===== config.mk =====
export PLATFORM = sky130hd
export DESIGN_NAME = pll_lock_ctrl
export DESIGN_NICKNAME = d
export VERILOG_FILES = /design/src/rtl/pll_lock_ctrl.sv
export SDC_FILE = /design/constraint.sdc
export NUM_CORES = 1
export LEC_CHECK = 0
export BUFFER_PORTS_ARGS = -buffer_cell sky130_fd_sc_hd__buf_2
export CAP_MARGIN = 10
export CORE_MARGIN = 2
export CORE_UTILIZATION = 50
export DETAILED_ROUTE_END_ITERATION = 10
export GPL_ROUTABILITY_DRIVEN = 1
export PLACE_DENSITY_LB_ADDON = 0.05
export SLEW_MARGIN = 40
export SYNTH_ARGS = -nofsm -noshare
export SYNTH_HDL_FRONTEND = slang
export SYNTH_SLANG_ARGS = --single-unit

===== constraint.sdc =====
create_clock -name sys_clk -period 5.95 [get_ports sys_clk]
set_input_delay 0.8925 -clock sys_clk [delete_from_list [all_inputs] [get_ports sys_clk]]
set_output_delay 0.8925 -clock sys_clk [all_outputs]
set_load 0.02 [all_outputs]

===== src/rtl/pll_lock_ctrl.sv =====
`default_nettype none
// ============================================================================
// Module   : pll_lock_ctrl
// Brief    : PLL reset/lock sequencer: drives PLL reset/power-down, qualifies
//            lock, relocks on loss, fails after MAX_RETRY lock attempts.
//            Optional lock-loss counter: define PLL_LOCK_CTRL_LOSS_CNT_EN.
// Revision : 1.0 - initial release
// ============================================================================
module pll_lock_ctrl #(
    parameter int RST_CYCLES    = 4,
    parameter int LOCK_TIMEOUT  = 50000,
    parameter int STABLE_CYCLES = 1024,
    parameter int MAX_RETRY     = 3
) (
    input  logic       sys_clk,
    input  logic       rst_n,
    input  logic       pll_lock,
    input  logic       relock_req,
    output logic       pll_rst,
    output logic       pll_pwd,
    output logic       ready,
    output logic       fail,
    output logic [2:0] state,
    output logic [7:0] loss_cnt
);

    localparam int c_MAX_AB  = (LOCK_TIMEOUT > STABLE_CYCLES) ? LOCK_TIMEOUT : STABLE_CYCLES;
    localparam int c_MAX_CNT = (c_MAX_AB > RST_CYCLES) ? c_MAX_AB : RST_CYCLES;
    localparam int c_TIMER_W = $clog2(c_MAX_CNT + 1);
    localparam int c_RETRY_W = $clog2(MAX_RETRY + 1);

    localparam logic [c_TIMER_W-1:0] c_RST_LAST    = c_TIMER_W'(RST_CYCLES - 1);
    localparam logic [c_TIMER_W-1:0] c_LOCK_LAST   = c_TIMER_W'(LOCK_TIMEOUT - 1);
    localparam logic [c_TIMER_W-1:0] c_STABLE_LAST = c_TIMER_W'(STABLE_CYCLES - 1);
    localparam logic [c_RETRY_W-1:0] c_RETRY_MAX   = c_RETRY_W'(MAX_RETRY);

    typedef enum logic [2:0] {
        ST_RESET     = 3'd0,
        ST_WAIT_LOCK = 3'd1,
        ST_STABLE    = 3'd2,
        ST_RUN       = 3'd3,
        ST_FAIL      = 3'd4
    } state_t;

    state_t                 r_state;
    state_t                 w_next_state;
    logic [c_TIMER_W-1:0]   r_timer;
    logic [c_TIMER_W-1:0]   w_timer_next;
    logic [c_RETRY_W-1:0]   r_retry;
    logic [c_RETRY_W-1:0]   w_retry_next;
    logic                   r_lock_meta;
    logic                   r_lock_s;
    logic                   w_attempt_fail;
    logic                   w_loss_event;

    always_comb begin
        w_next_state   = r_state;
        w_timer_next   = r_timer;
        w_retry_next   = r_retry;
        w_attempt_fail = 1'b0;
        w_loss_event   = 1'b0;

        case (r_state)
            ST_RESET: begin
                w_timer_next = r_timer + 1'b1;
                if (r_timer == c_RST_LAST)
                    w_next_state = ST_WAIT_LOCK;
            end
            ST_WAIT_LOCK: begin
                w_timer_next = r_timer + 1'b1;
                if (r_lock_s)
                    w_next_state = ST_STABLE;
                else if (r_timer == c_LOCK_LAST)
                    w_attempt_fail = 1'b1;
            end
            ST_STABLE: begin
                w_timer_next = r_timer + 1'b1;
                if (!r_lock_s)
                    w_attempt_fail = 1'b1;
                else if (r_timer == c_STABLE_LAST)
                    w_next_state = ST_RUN;
            end
            ST_RUN: begin
                if (!r_lock_s) begin
                    w_next_state = ST_RESET;
                    w_loss_event = 1'b1;
                end
            end
            ST_FAIL: begin
                w_next_state = ST_FAIL;
            end
            default: begin
                w_next_state = ST_RESET;
            end
        endcase

        if (w_attempt_fail) begin
            w_retry_next = r_retry + 1'b1;
            w_next_state = (w_retry_next == c_RETRY_MAX) ? ST_FAIL : ST_RESET;
        end

        if (w_next_state == ST_RUN && r_state != ST_RUN)
            w_retry_next = '0;

        // A relock request overrides everything, including a same-cycle lock loss.
        if (relock_req) begin
            w_next_state = ST_RESET;
            w_retry_next = '0;
            w_loss_event = 1'b0;
        end

        if (relock_req || w_next_state != r_state)
            w_timer_next = '0;
    end

    always_ff @(posedge sys_clk or negedge rst_n) begin
        if (!rst_n) begin
            r_lock_meta <= 1'b0;
            r_lock_s    <= 1'b0;
            r_state     <= ST_RESET;
            r_timer     <= '0;
            r_retry     <= '0;
            pll_rst     <= 1'b1;
            pll_pwd     <= 1'b0;
            ready       <= 1'b0;
            fail        <= 1'b0;
        end else begin
            r_lock_meta <= pll_lock;
            r_lock_s    <= r_lock_meta;
            r_state     <= w_next_state;
            r_timer     <= w_timer_next;
            r_retry     <= w_retry_next;
            pll_rst     <= (w_next_state == ST_RESET) || (w_next_state == ST_FAIL);
            pll_pwd     <= (w_next_state == ST_FAIL);
            ready       <= (w_next_state == ST_RUN);
            fail        <= (w_next_state == ST_FAIL);
        end
    end

    assign state = r_state;

`ifdef PLL_LOCK_CTRL_LOSS_CNT_EN
    logic [7:0] r_loss_cnt;

    // Saturating; deliberately untouched by relock_req.
    always_ff @(posedge sys_clk or negedge rst_n) begin
        if (!rst_n)
            r_loss_cnt <= 8'd0;
        else if (w_loss_event && r_loss_cnt != 8'hFF)
            r_loss_cnt <= r_loss_cnt + 8'd1;
    end

    assign loss_cnt = r_loss_cnt;
`else
    logic w_unused_loss;
    assign w_unused_loss = w_loss_event;
    assign loss_cnt      = 8'd0;
`endif

endmodule

`default_nettype wire


==> out/metrics.csv, run 1 <==
metric;value;unit
finish.instance_area;1590;um^2
buffer_ports.inserted;10;
cts-hold-fix-buffers;0;
layout-area-overhead-vs-synth;4.87;%
cpPeakStageDelay;0.62;ns
std_cell_rows;19;
ctsLongestPathBuffers;2;
synth_xor_area_frac;0.0925;
synth.avg_cell_area;10.5;um^2
clock-sinks;26;
setup.worst_path.class;flip-flop to flip-flop;
die_area;3490;um^2
relSlewSlack;0.550;
totalWireLength;2510;um
detailroute.via_count;1011;
fmaxAchievable;442;MHz
post_synth_mux_area_share;0.00661;
hold_path.class;flip-flop to flip-flop;
clock_latency;0.32;ns
final_period_minus_worst_setup_slack;2.26;ns
async_sr_flop_fraction;1.00;
synthFlopType;sky130_fd_sc_hd__dfrtp_1;
cts-htree-levels;1;
finalMaxSlewViolations;0;
maxCapViolations;0;
ctsResizeCount;0;
dpl_cell_area;1540;um^2
detailedPlacementHpwl;1920;um
synth_enable_flop_cells;0;
synth-adder-area-share;0.0165;
run_status;finished clean;
synth-compound-area-share;0.0966;
ant_nets;0;
synth-warning-count;0;
synthDominantCellAreaShare;0.413;
worst_ep_arrival_time;2.46;ns
gpl.final_weighted_congestion;0.824;
ys_seq_elements;26;
min_period_over_period;0.380;
wl_per_cell;13.7;um
grt_pass1_wl;4470;um
synth_top_cells_by_area;sky130_fd_sc_hd__dfrtp_1 41%, sky130_fd_sc_hd__xor2_1 6.4%, sky130_fd_sc_hd__buf_4 4.5%;
dieWidth;59.1;um
insertedDiodeCount;0;
critical_path.max_fanout;16;
start_util;0.536;
nets;159;
synth_area;1520;um^2
dominant_combinational_cell_family_by_area_after_synthesis;simple AND/OR/NAND/NOR gates;
worst_ep_required_time;6.14;ns
globalRouteOverflowTotal;0;
reg2regPathDepth;5;
antenna_violations_before_repair;0;
synth_simple_gate_area_share;0.286;
synth_sequential_area_ratio;0.430;
grt_pass1_vias;954;
ports_placed_on_the_boundary;19;
power_density_over_the_cells;231;nW/um^2
synthDistinctLibCells;42;
post-synth-top-area-cell;sky130_fd_sc_hd__dfrtp_1;
end_kind;flip-flop;
worstHoldPathCells;0;
post_cts.repair.setup_buffers;0;
grtUsageTotal;0.170;
drive_gt1_frac;0.237;
max_slew.worst_pin.slew;0.674;ns
grt_max_degree;27;
rsz_0062_raised_after_global_routing;no;
whs;0.365;ns
finalHoldViolations;0;
clk_root_buffer_cell;sky130_fd_sc_hd__clkbuf_4;
clkSlewWorstSetupHoldPaths;0.14;ns
cts_inserted_buffers;3;
fin_skew;0.00405;ns
synth_cells;144;
crit_path_top_delay_cell;sky130_fd_sc_hd__a32oi_4;
setup_viol;0;
number_of_remaining_drc_errors;0;
layout.cells.most_common_list;25 x sky130_fd_sc_hd__dfrtp_1, 13 x sky130_fd_sc_hd__nor2_1, 11 x sky130_fd_sc_hd__xor2_1;
floorplan.die.height;59.1;um
power_leakage;0.000698;uW
fin_tns_setup;0;ns
drt-initial-drc-count;17;
setup.worst_path.start_class;flip-flop;
layout_commonest_cell;sky130_fd_sc_hd__dfrtp_1;
post_drt_via_cell_ratio;5.52;
detail_route.first_pass.iterations;4;
vdd_drop_max;119;uV
floorplan.core_area;2830;um^2
clock_tree_from_tritoncts;done;
timing.critical_path.cells;or4_4 -> nor2_4 -> a41oi_2 -> a32oi_4 -> nor2_1;
[sequential cells by signal, summed over array words and instances (netlist names)]
register	cells
r_timer	16
r_lock_s	1
ready	1
r_retry	2
pll_rst	1
r_lock_meta	1
state	3
fail	1
[routing by layer]
layer / vias to the layer above / part of all wire / routed length (um) / global-route usage
met5: - / 0 / 0 / 0
met4: 0 / 0.0068 / 17 / 0.0682
met3: 2 / 0.029 / 72 / 0.0218
met2: 18 / 0.45 / 1140 / 0.270
met1: 485 / 0.51 / 1280 / 0.236
li1: 506 / - / - / -
[power by group]
| group | switching (uW) | internal, uW |
|---|---|---|
| logic | 35.6 | 18.8 |
| registers | 8.50 | 185 |
| clock network | 50.8 | 68.1 |
[metrics by stage]
| stage | cells | util | setup slack [ns] | power (uW) |
|---|---|---|---|---|
| global route | 183 | 0.562 | 3.52 | 387 |
| finish | 183 | 0.562 | 3.69 | 367 |
| CTS | 183 | 0.562 | 3.64 | 373 |
| detailed placement | 179 | 0.543 | 3.67 | 252 |
| global placement | 179 | 0.543 | 3.71 | 250 |
| floorplan | 151 | - | 3.94 | 244 |
[final timing paths]
path,end,slack (ns),from
max,r_timer[7]$_DFFE_PN0P_,3.69,state[1]$_DFF_PN0_
min,r_lock_s$_DFF_PN0_,0.37,r_lock_meta$_DFF_PN0_
max in group asynchronous,r_timer[1]$_DFFE_PN0P_,5.03,rst_n
max reg2reg,r_timer[7]$_DFFE_PN0P_,3.69,state[1]$_DFF_PN0_
min in group asynchronous,state[1]$_DFF_PN0_,0.54,rst_n
min reg2reg,r_lock_s$_DFF_PN0_,0.37,r_lock_meta$_DFF_PN0_
[worst max-delay path: cells and delay by family (launching register included)]
kind	cells	cell delay [ns]
flops	1	0.50
compound gates	2	0.79
simple gates	3	0.84
[Yosys cell counts, types with 2 or more instances]
cell type / number
sky130_fd_sc_hd__xor2_1: 11
sky130_fd_sc_hd__nand4_1: 5
sky130_fd_sc_hd__nor2_2: 10
sky130_fd_sc_hd__nor2_4: 2
sky130_fd_sc_hd__o21ai_0: 2
sky130_fd_sc_hd__or4_4: 2
sky130_fd_sc_hd__nor2b_1: 3
sky130_fd_sc_hd__and3_1: 4
sky130_fd_sc_hd__inv_1: 3
sky130_fd_sc_hd__xnor2_1: 5
sky130_fd_sc_hd__nand3_1: 4
sky130_fd_sc_hd__nor2_1: 13
sky130_fd_sc_hd__buf_2: 3
sky130_fd_sc_hd__o211ai_1: 2
sky130_fd_sc_hd__nor3b_1: 3
sky130_fd_sc_hd__nor4_1: 2
sky130_fd_sc_hd__ha_1: 2
sky130_fd_sc_hd__or4_1: 2
sky130_fd_sc_hd__nand2_1: 10
sky130_fd_sc_hd__buf_4: 9
sky130_fd_sc_hd__or4b_1: 2
sky130_fd_sc_hd__dfrtp_1: 25
[cells by family after synthesis]
kind of cell	count (synthesis)
simple gates	69
buf+inv	16
fa+ha+maj	2
other cells	1
mux	1
xor+xnor	16
compound gates	13
flops	26
[layout make-up]
cell class                      count  area (um^2)
Tap cell                           31         38.8
Clock buffer                        3         22.5
Sequential cell                    26          652
Clock inverter                      1         30.0
Fill cell                         258         1240
Timing Repair Buffer               10         50.0
Inverter                            3         11.3
Multi-Input combinational cell    109          785
No activity file was read; power rests on OpenSTA's default activity.
==> run 2, diff against run 1 <==
- ABC_AREA: unset -> 1
- clock period: 5.95 -> 1.8 ns (I/O delays scaled with it)
==> run 2 against run 1 <==
Clock-buffer cell count up 1. Die area increased by 8.4%. Non-clock buffer count grew 7. Wire length grew 15%. Combinational power rose to 5.1 times the previous value. Setup slack got worse by 3.6 ns. First-iteration DRC count grew 110%. Maximum frequency grew 34%. Via count up 20%. Worst hold slack lost 0.32 ns.
==> out/metrics.csv, run 2 <==
metric;value;unit;change
ctsLongestPathBuffers;2;;unchanged
setup_viol;0;;unchanged
layout-area-overhead-vs-synth;12.0;%;
grtUsageTotal;0.174;;+0.00425
number_of_remaining_drc_errors;0;;unchanged
ports_placed_on_the_boundary;19;;unchanged
insertedDiodeCount;0;;unchanged
maxCapViolations;0;;unchanged
die_area;3780;um^2;+8.4%
dieWidth;61.5;um;+4.1%
drt-initial-drc-count;35;;+18
drive_gt1_frac;0.318;;+0.0807
wl_per_cell;11.3;um;-18%
worst_ep_arrival_time;1.92;ns;-0.54 ns
total_power;1210;uW;+230%
cts-htree-levels;1;;unchanged
fillerInstances;288;;+12%
hold_path_startpoint;pll_lock;;
fin_tns_setup;0;ns;unchanged
setup.worst_path.start_class;flip-flop;;
vdd_drop_max;413;uV;+250%
fin_skew;0.00437;ns;+0.000328 ns
sequential_standard_cell_area;653;um^2;+0.19%
end_kind;flip-flop;;
floorplan.die.height;61.5;um;+4.1%
critical_path.reg2reg.startpoint;r_timer[1]$_DFFE_PN0P_;;
synth-warning-count;0;;unchanged
largest_register_ffs;16;;unchanged
synth.avg_cell_area;8.56;um^2;-19%
async_sr_flop_fraction;1.00;;unchanged
std_cell_rows;20;;+1
synthTopCellsByCount;31 x sky130_fd_sc_hd__nor2_1, 25 x sky130_fd_sc_hd__dfrtp_1, 25 x sky130_fd_sc_hd__nand2_1;;
multi_input_area;873;um^2;+11%
synth_enable_flop_cells;0;;unchanged
grt_pass1_wl;4800;um;+7.4%
floorplan.core_area;3100;um^2;+9.7%
totalWireLength;2880;um;+15%
critical_path.max_fanout;8;;-8
synthFlopType;sky130_fd_sc_hd__dfrtp_1;;
ant_nets;0;;unchanged
synth_top_cells_by_area;sky130_fd_sc_hd__dfrtp_1 38%, sky130_fd_sc_hd__nor2_4 8.2%, sky130_fd_sc_hd__nor2_1 7.0%;;
synth_cells;193;;+34%
synth_sequential_area_ratio;0.395;;-0.0355
power_density_over_the_cells;651;nW/um^2;+180%
antenna_violations_before_repair;0;;unchanged
yosysMostFrequentCell;sky130_fd_sc_hd__nor2_1;;
worst_ep_required_time;2.03;ns;-4.11 ns
clock_tree_from_tritoncts;done;;
clk_root_buffer_cell;sky130_fd_sc_hd__clkbuf_4;;
gpl.final_weighted_congestion;0.851;;+3.3%
clock-sinks;26;;unchanged
setup.worst_path.class;flip-flop to flip-flop;;
detailedPlacementHpwl;2160;um;+13%
hold_path.class;input port to flip-flop;;
largest-register;r_timer;;
min_period_over_period;0.940;;+0.560
post-place-ws;0.0149;ns;-3.66 ns
fmaxAchievable;591;MHz;+34%
power_leakage;0.000828;uW;+19%
final_critical_path_setup_slack;0.108;ns;-3.58 ns
layout.cells.most_common_list;27 x sky130_fd_sc_hd__nor2_1, 24 x sky130_fd_sc_hd__nand2_1, 24 x sky130_fd_sc_hd__dfrtp_1, 20 x sky130_fd_sc_hd__inv_1, 12 x sky130_fd_sc_hd__nor2_4;;
ys_seq_elements;26;;unchanged
layout_commonest_cell;sky130_fd_sc_hd__nor2_1;;
detailroute.via_count;1209;;+20%
finalHoldViolations;0;;unchanged
clkSlewWorstSetupHoldPaths;0.13;ns;about the same
nets;218;;+37%
detail_route.first_pass.iterations;4;;unchanged
final_period_minus_worst_setup_slack;1.69;ns;-0.571 ns
post-synth-top-area-cell;sky130_fd_sc_hd__dfrtp_1;;
synthDominantCellAreaShare;0.379;;-0.0341
buffer_ports.inserted;10;;unchanged
relSlewSlack;0.634;;+0.0839
cts_inserted_buffers;3;;unchanged
clock_latency;0.32;ns;about the same
max_slew.worst_pin.slew;0.549;ns;-0.126 ns
run_status;finished clean;;
start_util;0.532;;-0.00335
post_drt_via_cell_ratio;4.74;;-14%
critPathLaunch;r_timer[1]$_DFFE_PN0P_;;
rsz_0062_raised_after_global_routing;no;;
grt_max_degree;27;;unchanged
synthDistinctLibCells;30;;-29%
finalMaxSlewViolations;0;;unchanged
synth_area;1650;um^2;+9.0%
globalRouteOverflowTotal;0;;unchanged
grt_pass1_vias;1105;;+16%
## run 2: cells by family (layout without fill, tap and decap cells)
group                      Yosys count  in the layout  share of synthesized area
and+or+nand+nor                    106            106                      0.371
AOI/OAI and AO/OA                    8              8                     0.0295
other                                1              8                    0.00227
DFF                                 26             26                      0.395
xor gates and xnor gates            13             13                     0.0689
buffers and inverters               36             47                      0.112
adders and majority gates            2              2                     0.0151
muxes                                1              1                    0.00606
## run 2: area by class of cell
cell class	instances	share of cell area
clock buffer	4	0.0196
inverter	26	0.0527
multi-input combinational	138	0.472
sequential	26	0.353
tap	44	0.0297
timing repair buffer	17	0.0730
## run 2: where the power goes
part | total (uW) | internal (uW) | switching [uW]
clock | 288 | 124 | 164
combinational | 279 | 110 | 168
sequential | 639 | 611 | 28.3
## run 2: worst max-delay path, cell delays in order, from the launching register on
cell and delay (ns):
sky130_fd_sc_hd__dfrtp_1 0.42, sky130_fd_sc_hd__ha_4 0.16, sky130_fd_sc_hd__inv_2 0.03, sky130_fd_sc_hd__nor2_1 0.08, sky130_fd_sc_hd__nand2_1 0.06, sky130_fd_sc_hd__nor2_1 0.08
sky130_fd_sc_hd__nand3_1 0.08, sky130_fd_sc_hd__nand2_1 0.07, sky130_fd_sc_hd__inv_2 0.04, sky130_fd_sc_hd__nand2_4 0.07, sky130_fd_sc_hd__nand4_1 0.13, sky130_fd_sc_hd__nand3_4 0.14
sky130_fd_sc_hd__clkbuf_16 0.18, sky130_fd_sc_hd__nor2_1 0.05
## run 2: path summary, 6_finish.rpt
check | end | slack [ns] | depth (start not counted)
setup / recovery | r_timer[11]$_DFFE_PN0P_ | 0.11 | 13
hold / removal | r_lock_meta$_DFF_PN0_ | 0.04 | 1
setup reg to reg | r_timer[11]$_DFFE_PN0P_ | 0.11 | 13
hold reg to reg | r_lock_s$_DFF_PN0_ | 0.36 | 0
max in group asynchronous | state[0]$_DFF_PN0_ | 0.95 | 2
min in group asynchronous | r_timer[9]$_DFFE_PN0P_ | 0.46 | 2
## run 2: repair_timing
action	in CTS	in global routing
cloned	0	1
hold endpoints to repair	25	0
setup buffers	1	1
gates resized for setup	0	10
endpoints found under the setup margin	6	16
hold buffers	1	0
## run 2: per-stage QoR
step            util  hold slack, ns  cells  cell area [um^2]
4_1_cts        0.575          0.0280    253              1780
2_1_floorplan      -         -0.0256    200              1680
5_1_grt        0.596          0.0151    255              1850
6_report       0.596          0.0450    255              1850
3_5_place_dp   0.558           0.296    247              1730
3_3_place_gp   0.558           0.290    247              1730
## run 2: routing by layer
layer | up-vias | global-route usage | share of wire
met5 | - | 0 | 0
met4 | 0 | 0.0669 | 0.015
met3 | 5 | 0.0399 | 0.039
met2 | 29 | 0.281 | 0.47
met1 | 562 | 0.228 | 0.48
li1 | 613 | - | -
